`src/rtl/uart_pkg.sv`:
```
`default_nettype none
// ============================================================================
//  Module      : uart_pkg
//  Description : Shared UART definitions: FSM state encoding, frame
//                geometry, default bit period and the parity helper used by
//                both the transmit and receive chains.
//  Revision    : 1.0 - initial release
// ============================================================================
package uart_pkg;

  // Frame geometry: start + 8 data + parity + stop.
  localparam int DATA_BITS  = 8;
  localparam int FRAME_BITS = 11;
  localparam int BIT_IDX_W  = $clog2(DATA_BITS);

  // 50 MHz system clock divided down to 9600 baud.
  localparam int DEFAULT_CLKS_PER_BIT = 5208;

  // Raw state codes, kept as plain constants so older blocks that carry the
  // state in a bare vector can still decode it.
  localparam logic [2:0] S_IDLE   = 3'd0;
  localparam logic [2:0] S_START  = 3'd1;
  localparam logic [2:0] S_DATA   = 3'd2;
  localparam logic [2:0] S_PARITY = 3'd3;
  localparam logic [2:0] S_STOP   = 3'd4;

  typedef enum logic [2:0] {
    ST_IDLE   = S_IDLE,
    ST_START  = S_START,
    ST_DATA   = S_DATA,
    ST_PARITY = S_PARITY,
    ST_STOP   = S_STOP
  } uart_state_e;

  // Even parity: the returned bit makes the total count of ones over the
  // data byte and the parity bit even. The rx side checks with this same
  // function so both ends always agree on the sense.
  function automatic logic parity8(input logic [DATA_BITS-1:0] data);
    return ^data;
  endfunction

endpackage : uart_pkg
`default_nettype wire

```
`src/rtl/uart_baud_tick.sv`:
```
`default_nettype none
// ============================================================================
//  Module      : uart_baud_tick
//  Description : Bit-period counter. Counts 0..CLKS_PER_BIT-1 while enabled
//                and flags the last cycle of each bit period with a
//                one-cycle tick. Synchronous clear restarts a period.
//  Revision    : 1.0 - initial release
// ============================================================================
module uart_baud_tick #(
  parameter int CLKS_PER_BIT = uart_pkg::DEFAULT_CLKS_PER_BIT
) (
  input  logic clk,
  input  logic rst,
  input  logic clear,
  input  logic enable,
  output logic tick
);

  // A single-cycle bit period cannot be represented; the counter needs
  // at least one bit of width.
  localparam int CNT_W = (CLKS_PER_BIT > 1) ? $clog2(CLKS_PER_BIT) : 1;
  localparam logic [CNT_W-1:0] LAST_COUNT = CNT_W'(CLKS_PER_BIT - 1);

  logic [CNT_W-1:0] r_count;
  logic             w_at_last;

  assign w_at_last = (r_count == LAST_COUNT);

  // The tick is only meaningful while the counter is actually running.
  assign tick = enable && w_at_last;

  // Period counter: wraps to zero on the terminal count, never beyond it.
  always_ff @(posedge clk) begin
    if (rst || clear) begin
      r_count <= '0;
    end else if (enable) begin
      if (w_at_last) begin
        r_count <= '0;
      end else begin
        r_count <= r_count + 1'b1;
      end
    end
  end

endmodule : uart_baud_tick
`default_nettype wire

```
`src/rtl/uart_tx.sv`:
```
`default_nettype none
// ============================================================================
//  Module      : uart_tx
//  Description : UART transmitter. Latches a byte supplied as two nibbles,
//                computes even parity and shifts out an 11-bit frame
//                (start, 8 data LSB-first, parity, stop) on an idle-high
//                line. All outputs are registered.
//  Revision    : 1.0 - initial release
// ============================================================================
module uart_tx
  import uart_pkg::*;
#(
  parameter int CLKS_PER_BIT = DEFAULT_CLKS_PER_BIT
) (
  input  logic       clk,
  input  logic       rst,
  input  logic       tx_start,
  input  logic [3:0] low_nibble,
  input  logic [3:0] high_nibble,
  output logic       tx,
  output logic       tx_busy,
  output logic       tx_done
);

  localparam logic [BIT_IDX_W-1:0] LAST_BIT_IDX = BIT_IDX_W'(DATA_BITS - 1);

  uart_state_e            r_state;
  uart_state_e            w_state_next;
  logic [DATA_BITS-1:0]   r_data;
  logic                   r_parity;
  logic [BIT_IDX_W-1:0]   r_bit_idx;
  logic                   r_tx;
  logic                   r_busy;
  logic                   r_done;

  logic [DATA_BITS-1:0]   w_data_in;
  logic                   w_accept;
  logic                   w_bit_end;
  logic                   w_last_bit;
  logic                   w_baud_en;

  assign w_data_in  = {high_nibble, low_nibble};

  // Requests are only honoured from IDLE; anything arriving mid-frame is
  // dropped rather than queued.
  assign w_accept   = (r_state == ST_IDLE) && tx_start;
  assign w_last_bit = (r_bit_idx == LAST_BIT_IDX);
  assign w_baud_en  = (r_state != ST_IDLE);

  // The bit period restarts at acceptance so the start bit gets a full
  // CLKS_PER_BIT cycles regardless of any earlier counter history.
  uart_baud_tick #(
    .CLKS_PER_BIT (CLKS_PER_BIT)
  ) u_baud_tick (
    .clk    (clk),
    .rst    (rst),
    .clear  (w_accept),
    .enable (w_baud_en),
    .tick   (w_bit_end)
  );

  // Next-state decode: every transition out of a busy state waits for the
  // end of the current bit period.
  always_comb begin
    w_state_next = r_state;
    unique case (r_state)
      ST_IDLE: begin
        if (tx_start) begin
          w_state_next = ST_START;
        end
      end
      ST_START: begin
        if (w_bit_end) begin
          w_state_next = ST_DATA;
        end
      end
      ST_DATA: begin
        if (w_bit_end && w_last_bit) begin
          w_state_next = ST_PARITY;
        end
      end
      ST_PARITY: begin
        if (w_bit_end) begin
          w_state_next = ST_STOP;
        end
      end
      ST_STOP: begin
        if (w_bit_end) begin
          w_state_next = ST_IDLE;
        end
      end
      default: begin
        w_state_next = ST_IDLE;
      end
    endcase
  end

  // State register.
  always_ff @(posedge clk) begin
    if (rst) begin
      r_state <= ST_IDLE;
    end else begin
      r_state <= w_state_next;
    end
  end

  // Byte and parity capture at acceptance; held stable for the whole frame
  // so input changes mid-frame cannot corrupt it.
  always_ff @(posedge clk) begin
    if (rst) begin
      r_data   <= '0;
      r_parity <= 1'b0;
    end else if (w_accept) begin
      r_data   <= w_data_in;
      r_parity <= parity8(w_data_in);
    end
  end

  // Data bit index: zeroed on entry to DATA, advanced per bit period,
  // and never stepped past the last data bit.
  always_ff @(posedge clk) begin
    if (rst) begin
      r_bit_idx <= '0;
    end else if (r_state == ST_DATA) begin
      if (w_bit_end && !w_last_bit) begin
        r_bit_idx <= r_bit_idx + 1'b1;
      end
    end else begin
      r_bit_idx <= '0;
    end
  end

  // Serial line register: loaded one cycle ahead with the level of the bit
  // that the upcoming period will carry, so tx changes exactly on the
  // edge where the state advances.
  always_ff @(posedge clk) begin
    if (rst) begin
      r_tx <= 1'b1;
    end else begin
      unique case (r_state)
        ST_IDLE: begin
          r_tx <= tx_start ? 1'b0 : 1'b1;
        end
        ST_START: begin
          if (w_bit_end) begin
            r_tx <= r_data[0];
          end
        end
        ST_DATA: begin
          if (w_bit_end) begin
            if (w_last_bit) begin
              r_tx <= r_parity;
            end else begin
              r_tx <= r_data[r_bit_idx + 1'b1];
            end
          end
        end
        ST_PARITY: begin
          if (w_bit_end) begin
            r_tx <= 1'b1;
          end
        end
        ST_STOP: begin
          r_tx <= 1'b1;
        end
        default: begin
          r_tx <= 1'b1;
        end
      endcase
    end
  end

  // Busy/done flags: busy spans acceptance to the end of the stop bit;
  // done pulses for the single cycle after the stop bit completes. A reset
  // mid-frame clears busy without ever raising done.
  always_ff @(posedge clk) begin
    if (rst) begin
      r_busy <= 1'b0;
      r_done <= 1'b0;
    end else begin
      r_done <= 1'b0;
      if (w_accept) begin
        r_busy <= 1'b1;
      end else if ((r_state == ST_STOP) && w_bit_end) begin
        r_busy <= 1'b0;
        r_done <= 1'b1;
      end
    end
  end

  assign tx      = r_tx;
  assign tx_busy = r_busy;
  assign tx_done = r_done;

endmodule : uart_tx
`default_nettype wire
```
`config.mk`:
```
export PLATFORM = sky130hd
export DESIGN_NAME = uart_tx
export DESIGN_NICKNAME = d
export VERILOG_FILES = /design/src/rtl/uart_pkg.sv /design/src/rtl/uart_baud_tick.sv /design/src/rtl/uart_tx.sv
export SDC_FILE = /design/constraint.sdc
export NUM_CORES = 1
export LEC_CHECK = 0
export ABC_AREA = 1
export CAP_MARGIN = 0
export CORE_UTILIZATION = 54
export CTS_BUF_LIST = sky130_fd_sc_hd__clkbuf_2 sky130_fd_sc_hd__clkbuf_4 sky130_fd_sc_hd__clkbuf_8
export DETAILED_ROUTE_END_ITERATION = 10
export PLACE_DENSITY = 0.78
export SYNTH_ARGS = -nofsm -noshare
export SYNTH_HDL_FRONTEND = slang
export SYNTH_SLANG_ARGS = --single-unit
```
`constraint.sdc`:
```
create_clock -name clk -period 1.67 [get_ports clk]
set_clock_uncertainty 0.1 [all_clocks]
set_input_delay 0.2505 -clock clk [delete_from_list [all_inputs] [get_ports clk]]
set_output_delay 0.2505 -clock clk [all_outputs]
set_load 0.01 [all_outputs]
```
# [Yosys cells after proc, flatten, opt, wreduce, memory -nomap -nowiden]
# Index checks and enable logic that the tools add are counted.
[op_classes] magnitude_cmp=1 n_bitwise=1 n_addsub=2 muxes=18 reduce_logical=15 n_eq_ne=12
[op_table] cell="3-bit two-way mux" n=5
[op_table] cell="3-bit case mux with 5 select lines" n=1
[op_table] cell="13-bit by 1-bit adder with 13-bit output, second input constant" n=1
[op_table] cell="13-bit == test, second input constant" n=1
[op_table] cell="13-bit two-way mux" n=1
[op_table] cell="2-bit inequality test, second input constant" n=6
[op_table] cell="1-bit two-way mux" n=9
[op_table] cell="8-bit parity" n=1
[op_table] cell="3-bit by 2-bit == test with 1-bit output, second input constant" n=2
[op_table] cell="3-bit == test, second input constant" n=2
[op_table] cell="1-bit logical AND" n=5
[op_table] cell="5-bit AND reduction" n=1
[op_table] cell="3-bit by 4-bit less-than comparator with 1-bit output, second input constant" n=1
[op_table] cell="1-bit case mux with 4 select lines" n=1
[op_table] cell="2-bit OR reduction" n=2
[op_table] cell="3-bit by 1-bit adder with 3-bit output, second input constant" n=1
[op_table] cell="1-bit binary-select mux with 3-bit select" n=1
[op_table] cell="3-bit by 1-bit == test with 1-bit output, second input constant" n=1
[op_table] cell="3-bit zero test" n=1
[op_table] cell="3-bit AND reduction" n=1
[op_table] cell="3-bit nonzero test" n=1
[op_table] cell="2-bit nonzero test" n=1
[op_table] cell="1-bit zero test" n=1
[op_table] cell="1-bit logical OR" n=1
[op_table] cell="1-bit NOT" n=1
[word_totals] output_inout_bits=3 word_cells=57 input_bits=11 regBits=31

# [Longest topological paths before layout]
# Gate-level depths: netlist of run 1.
[depth] ltp_word=6 depth_mapped=10 mapped_depth_nobuf=10

# [Hierarchy]
# Synthesis of run 1 repeated with hierarchy kept, for this count alone.
[hier_totals] hier_cells=266 area_unflattened_um2=1771.7
[by_module_without_submodules] module="uart_tx" area_per_inst_um2=1028.5 cells_per_inst=151 n_inst=1
[by_module_without_submodules] module="uart_baud_tick" area_per_inst_um2=743.2 cells_per_inst=115 n_inst=1

# [Worst setup path before layout of run 1]
# OpenSTA, ideal clock, no wires.
[synth_path] kind="flip-flop to flip-flop" start="register u_baud_tick.r_count[0]" end="register r_bit_idx[0]" path_stages_with_launch=11 synth_period_minus_slack_ns=1.560 arrival_ns=1.338 path_slack_ns=0.110 required_ns=1.448 path_buffers=0 path_cell_list="dfxtp_1 ha_1 nand2_2 inv_1 nand2_1 nor2_4 nand2_4 nor2_8 nand2_2 o21ai_1 a21oi_1"
[synth_via] elab_chain_cells=3
[synth_lines] element="start, declared" line="uart_baud_tick.sv:24" text="logic [CNT_W-1:0] r_count;"
[synth_lines] element="start signal, assigned" line="uart_baud_tick.sv:40" text="r_count <= r_count + 1'b1;"
[synth_lines] element="13-bit == test" line="uart_baud_tick.sv:27" text="assign w_at_last = (r_count == LAST_COUNT);"
[synth_lines] element="1-bit logical AND" line="uart_baud_tick.sv:30" text="assign tick = enable && w_at_last;"
[synth_lines] element="1-bit logical AND" line="uart_tx.sv:125" text="if (w_bit_end && !w_last_bit) begin"
[synth_lines] element="end signal, assigned" line="uart_tx.sv:126" text="r_bit_idx <= r_bit_idx + 1'b1;"
[synth_lines] element="end, declared" line="uart_tx.sv:31" text="logic [BIT_IDX_W-1:0] r_bit_idx;"
# No other way between the ends.
# A chain may end at the register's enable or synchronous reset.

# [Worst setup path after layout of run 1]
[layout_path] start="register r_busy, in the netlist tx_busy" end="output port tx_busy"
[layout_lines] element="start, declared" line="uart_tx.sv:33" text="logic r_busy;"
[layout_lines] element="start signal, assigned" line="uart_tx.sv:178" text="r_busy <= 1'b0;"
[layout_lines] element="start signal, assigned" line="uart_tx.sv:183" text="r_busy <= 1'b1;"
[layout_lines] element="start signal, assigned" line="uart_tx.sv:185" text="r_busy <= 1'b0;"
[layout_lines] element="end, declared" line="uart_tx.sv:21" text="output logic tx_busy,"
# No word-level cell between the ends.

==> results of run 1 <==
[layout by cell type (no fill, tap or decap), types with 5 or more instances in the layout]
| cell | count |
|---|---|
| a21oi_1 | 18 |
| buf_4 | 8 |
| clkbuf_4 | 6 |
| clkdlybuf4s50_1 | 13 |
| dfxtp_1 | 29 |
| inv_1 | 24 |
| nand2_1 | 41 |
| nand3_1 | 20 |
| nor2_1 | 36 |
| nor3_1 | 8 |
| o21ai_0 | 12 |
| xnor2_1 | 5 |
[sequential cells by signal, indices dropped and copies added (netlist names)]
name and cells:
u_baud_tick.r_count 13, r_data 8, r_bit_idx 3, r_state 3, r_parity 1, tx 1, tx_busy 1, tx_done 1
[repair_timing]
item,4_1_cts,5_1_grt
setup endpoints to repair,0,15
resized for setup,0,9
setup buffers,0,1
[per-stage QoR]
step | instances | setup slack [ns]
CTS | 315 | 0.0353
global placement | 309 | 0.0840
detailed placement | 309 | 0.0597
finish | 316 | 0.102
global route | 316 | 0.00368
floorplan | 246 | 0.110
[area by class of cell]
type	count	area, um2	area share [%]
inverters	30	125	5.85
flip-flops and latches	31	628	29.4
repair buffers	22	210	9.82
clock buffers	6	45.0	2.11
well taps	44	55.1	2.57
multi-input cells	183	1080	50.3
[routing by layer]
layer / part of all wire, % / up-vias / wire (um)
met2: 44 / 35 / 1530
met4: 1.2 / 0 / 43
met3: 3.9 / 5 / 137
met1: 51 / 714 / 1770
li1: - / 856 / -
met5: 0 / - / 0
[logic make-up (layout without fill, tap and decap cells)]
| group | after synthesis | after routing | share of synthesized area (%) |
|---|---|---|---|
| compound gates | 35 | 35 | 9.81 |
| xor+xnor | 7 | 7 | 3.39 |
| fa+ha+maj | 3 | 3 | 2.07 |
| buf+inv | 32 | 58 | 7.39 |
| flops | 31 | 31 | 34.3 |
| simple gates | 138 | 138 | 43.1 |
[worst max-delay path by stage]
stage,start,endpoint,cells after the start
3_3_place_gp,tx_start,r_data[0],7
3_5_place_dp,u_baud_tick.r_count[0],r_bit_idx[0],10
4_1_cts,u_baud_tick.r_count[0],r_bit_idx[0],10
5_1_grt,u_baud_tick.r_count[0],r_bit_idx[0],10
6_report,tx_busy,tx_busy,1
2_1_floorplan,u_baud_tick.r_count[0],r_bit_idx[0],10
[power breakdown]
group / internal (uW) / switching, uW / total [uW]
clock: 166 / 235 / 400
sequential: 879 / 103 / 982
combinational: 402 / 601 / 1000
total: 1450 / 939 / 2390
==> qor.csv, run 1 <==
stage,metric,value,unit
hold_path,worst min-delay path class,reg2reg,
synthesis,top cell types by occurrence after synthesis,"nand2_1 (42), nor2_1 (36), dfxtp_1 (31)",
layout,fraction of final layout cells with drive strength greater than 1,18.0,%
global_route,aggregate global-route resource usage,22.0,%
synthesis,share of synthesized flip-flops with an asynchronous set or reset,0,%
synthesis,cell types occupying the most area after synthesis,"dfxtp_1 (34%), nand2_1 (8.7%), nor2_1 (7.5%)",
worst_setup_path,sort of element at the end of the critical path,primary output,
synthesis,cell type with the highest aggregate area in the netlist,dfxtp_1,
detailed_routing,post-route ant nets,0,
cts,Bufs on Longest Clock Path,2,
global_route,met1 Usage GRT,29.9,%
detailed_routing,via/cell ratio,5.09,
global_route,largest net degree at the start of global routing,13,
detailed_routing,drt pass-1 iters,4,
synthesis,Post-synth EDFFs,0,
synthesis,part of the Yosys area used for sequential elements,34.3,%
cts,H-tree depth,2,
detailed_routing,routed vias,1610,
floorplanning,Initial Util,57.9,%
synthesis,share of the synthesized area in the top cell type,34.3,%
outcome,run status,"finished, final reports clean",
synthesis,post-synthesis area per instance,7.36,um2
floorplanning,Core Area,3130,um2
worst_setup_path,RR Startpoint,u_baud_tick.r_count[0],
hold_path,Worst Hold Path EP,tx_busy,
floorplanning,standard-cell row count,20,
sta,upper clock frequency limit,0.638,GHz
pwr,Pwr per Cell Area,1110,nW/um2
hold_path,worst hold path cell count,2,
placement,global placer's final weighted congestion,0.822,
cts,clock sink count,31,
synthesis,Seq cells post-synth,31,
worst_setup_path,cell family with the largest share of critical-path delay,buffers and inverters,
cts,CTS Buf Count,5,
worst_setup_path,Critical-path top delay cell,clkdlybuf4s50_1,
layout,Final Instance Area,2140,um2
global_route,most utilized layer in the global route result,met2,
layout,fill count,284,
detailed_routing,final routed wirelength across all metal layers,3480,um
sta,Post-Route Setup TNS,0,ns
worst_setup_path,critical path class,reg2out,
cts,clock root buffer,clkbuf_4,
synthesis,prevailing post-synth register cell,dfxtp_1,
sta,Max-Slew Margin vs Limit,78.7,%
detailed_routing,drt wl/cell,11.0,um
detailed_routing,starting DRC count in detailed routing,72,
pwr,"Power, Total",2390,uW
layout,post-layout utilization of the core,68.4,%
worst_setup_path,worst setup slack for register-to-register paths,0.12,ns
global_route,global-route met2 utilization,32.5,%
flow_run,max-capacitance violation count,0,
layout,layout-stage area growth over the synthesis result,18.2,%
worst_setup_path,end of the worst register-to-register path,r_bit_idx[0],
pwr,total leakage power,0.000874,uW
hold_path,hold path start,tx_busy,
synthesis,synthesized area,1810,um2
floorplanning,Total Die Area,3590,um2
synthesis,synth unique cells,33,
floorplanning,height of the die,59.9,um
worst_setup_path,cells along the critical path,clkdlybuf4s50_1,
synthesis,most frequently used cell type in the post-synthesis netlist,nand2_1,
layout,total inserted antenna cells,0,
layout,Nets,287,
sta,number of endpoints with negative hold slack in the final report,0,
global_route,number of antenna violations at the first check in global routing,0,
worst_setup_path,critical path startpoint category,register,
placement,port bufs,13,
worst_setup_path,"Buf+Inv Stages, Crit Path",1,
cts,clock edge transition at the registers on the reported setup and hold paths,0.09,ns
worst_setup_path,Slowest Stage Delay on Critical Path,0.54,ns
synthesis,synthesized net count,260,
sta,final setup violation count,0,
placement,half-perimeter wire length after detailed placement,2690,um
global_route,Congestion Overflow GR,0,
worst_setup_path,required time of the critical path,1.32,ns
floorplanning,I/O pin count,14,
sta,RSZ-0062 raised after global routing,false,
worst_setup_path,CP arrival,1.22,ns
synthesis,Ys Warns,0,
global_route,vias in the first global route,1313,
worst_setup_path,number of cells on the worst reg-to-reg path,10,
cts,clock latency on the worst-skew pair,0.33,ns
pwr,Max IR drop VDD,536,uV
detailed_routing,Remaining DRCs,0,
sta,transition time at the pin with the least slew margin,0.319,ns
cts,TritonCTS clock tree,done,
floorplanning,overall die width,59.9,um
synthesis,post-synthesis cell count,246,
sta,Worst Hold Slack,0.379,ns
sta,final worst path period share,93.9,%
global_route,met3 track demand over resource in global routing,6.49,%
placement,cell area after placement,2060,um2
sta,minimum clock period after layout,1.57,ns
worst_setup_path,largest driver fanout on the critical path,2,
cts,number of hold buffers added after cts,0,
sta,final number of max-transition violations,0,
global_route,first-pass GRT wire length,5810,um
No activity file was read; power rests on OpenSTA's default activity.
==> run 2, diff against run 1 <==
CTS_CLUSTER_DIAMETER = 30   (was unset)
==> results of run 2 <==
The final DEF is identical to that of run 1; final timing and power are the same.
==> run 3, diff against run 2 <==
TNS_END_PERCENT = 1   (was unset)
==> results of run 3 <==
The final DEF is identical to that of run 1; final timing and power are the same.
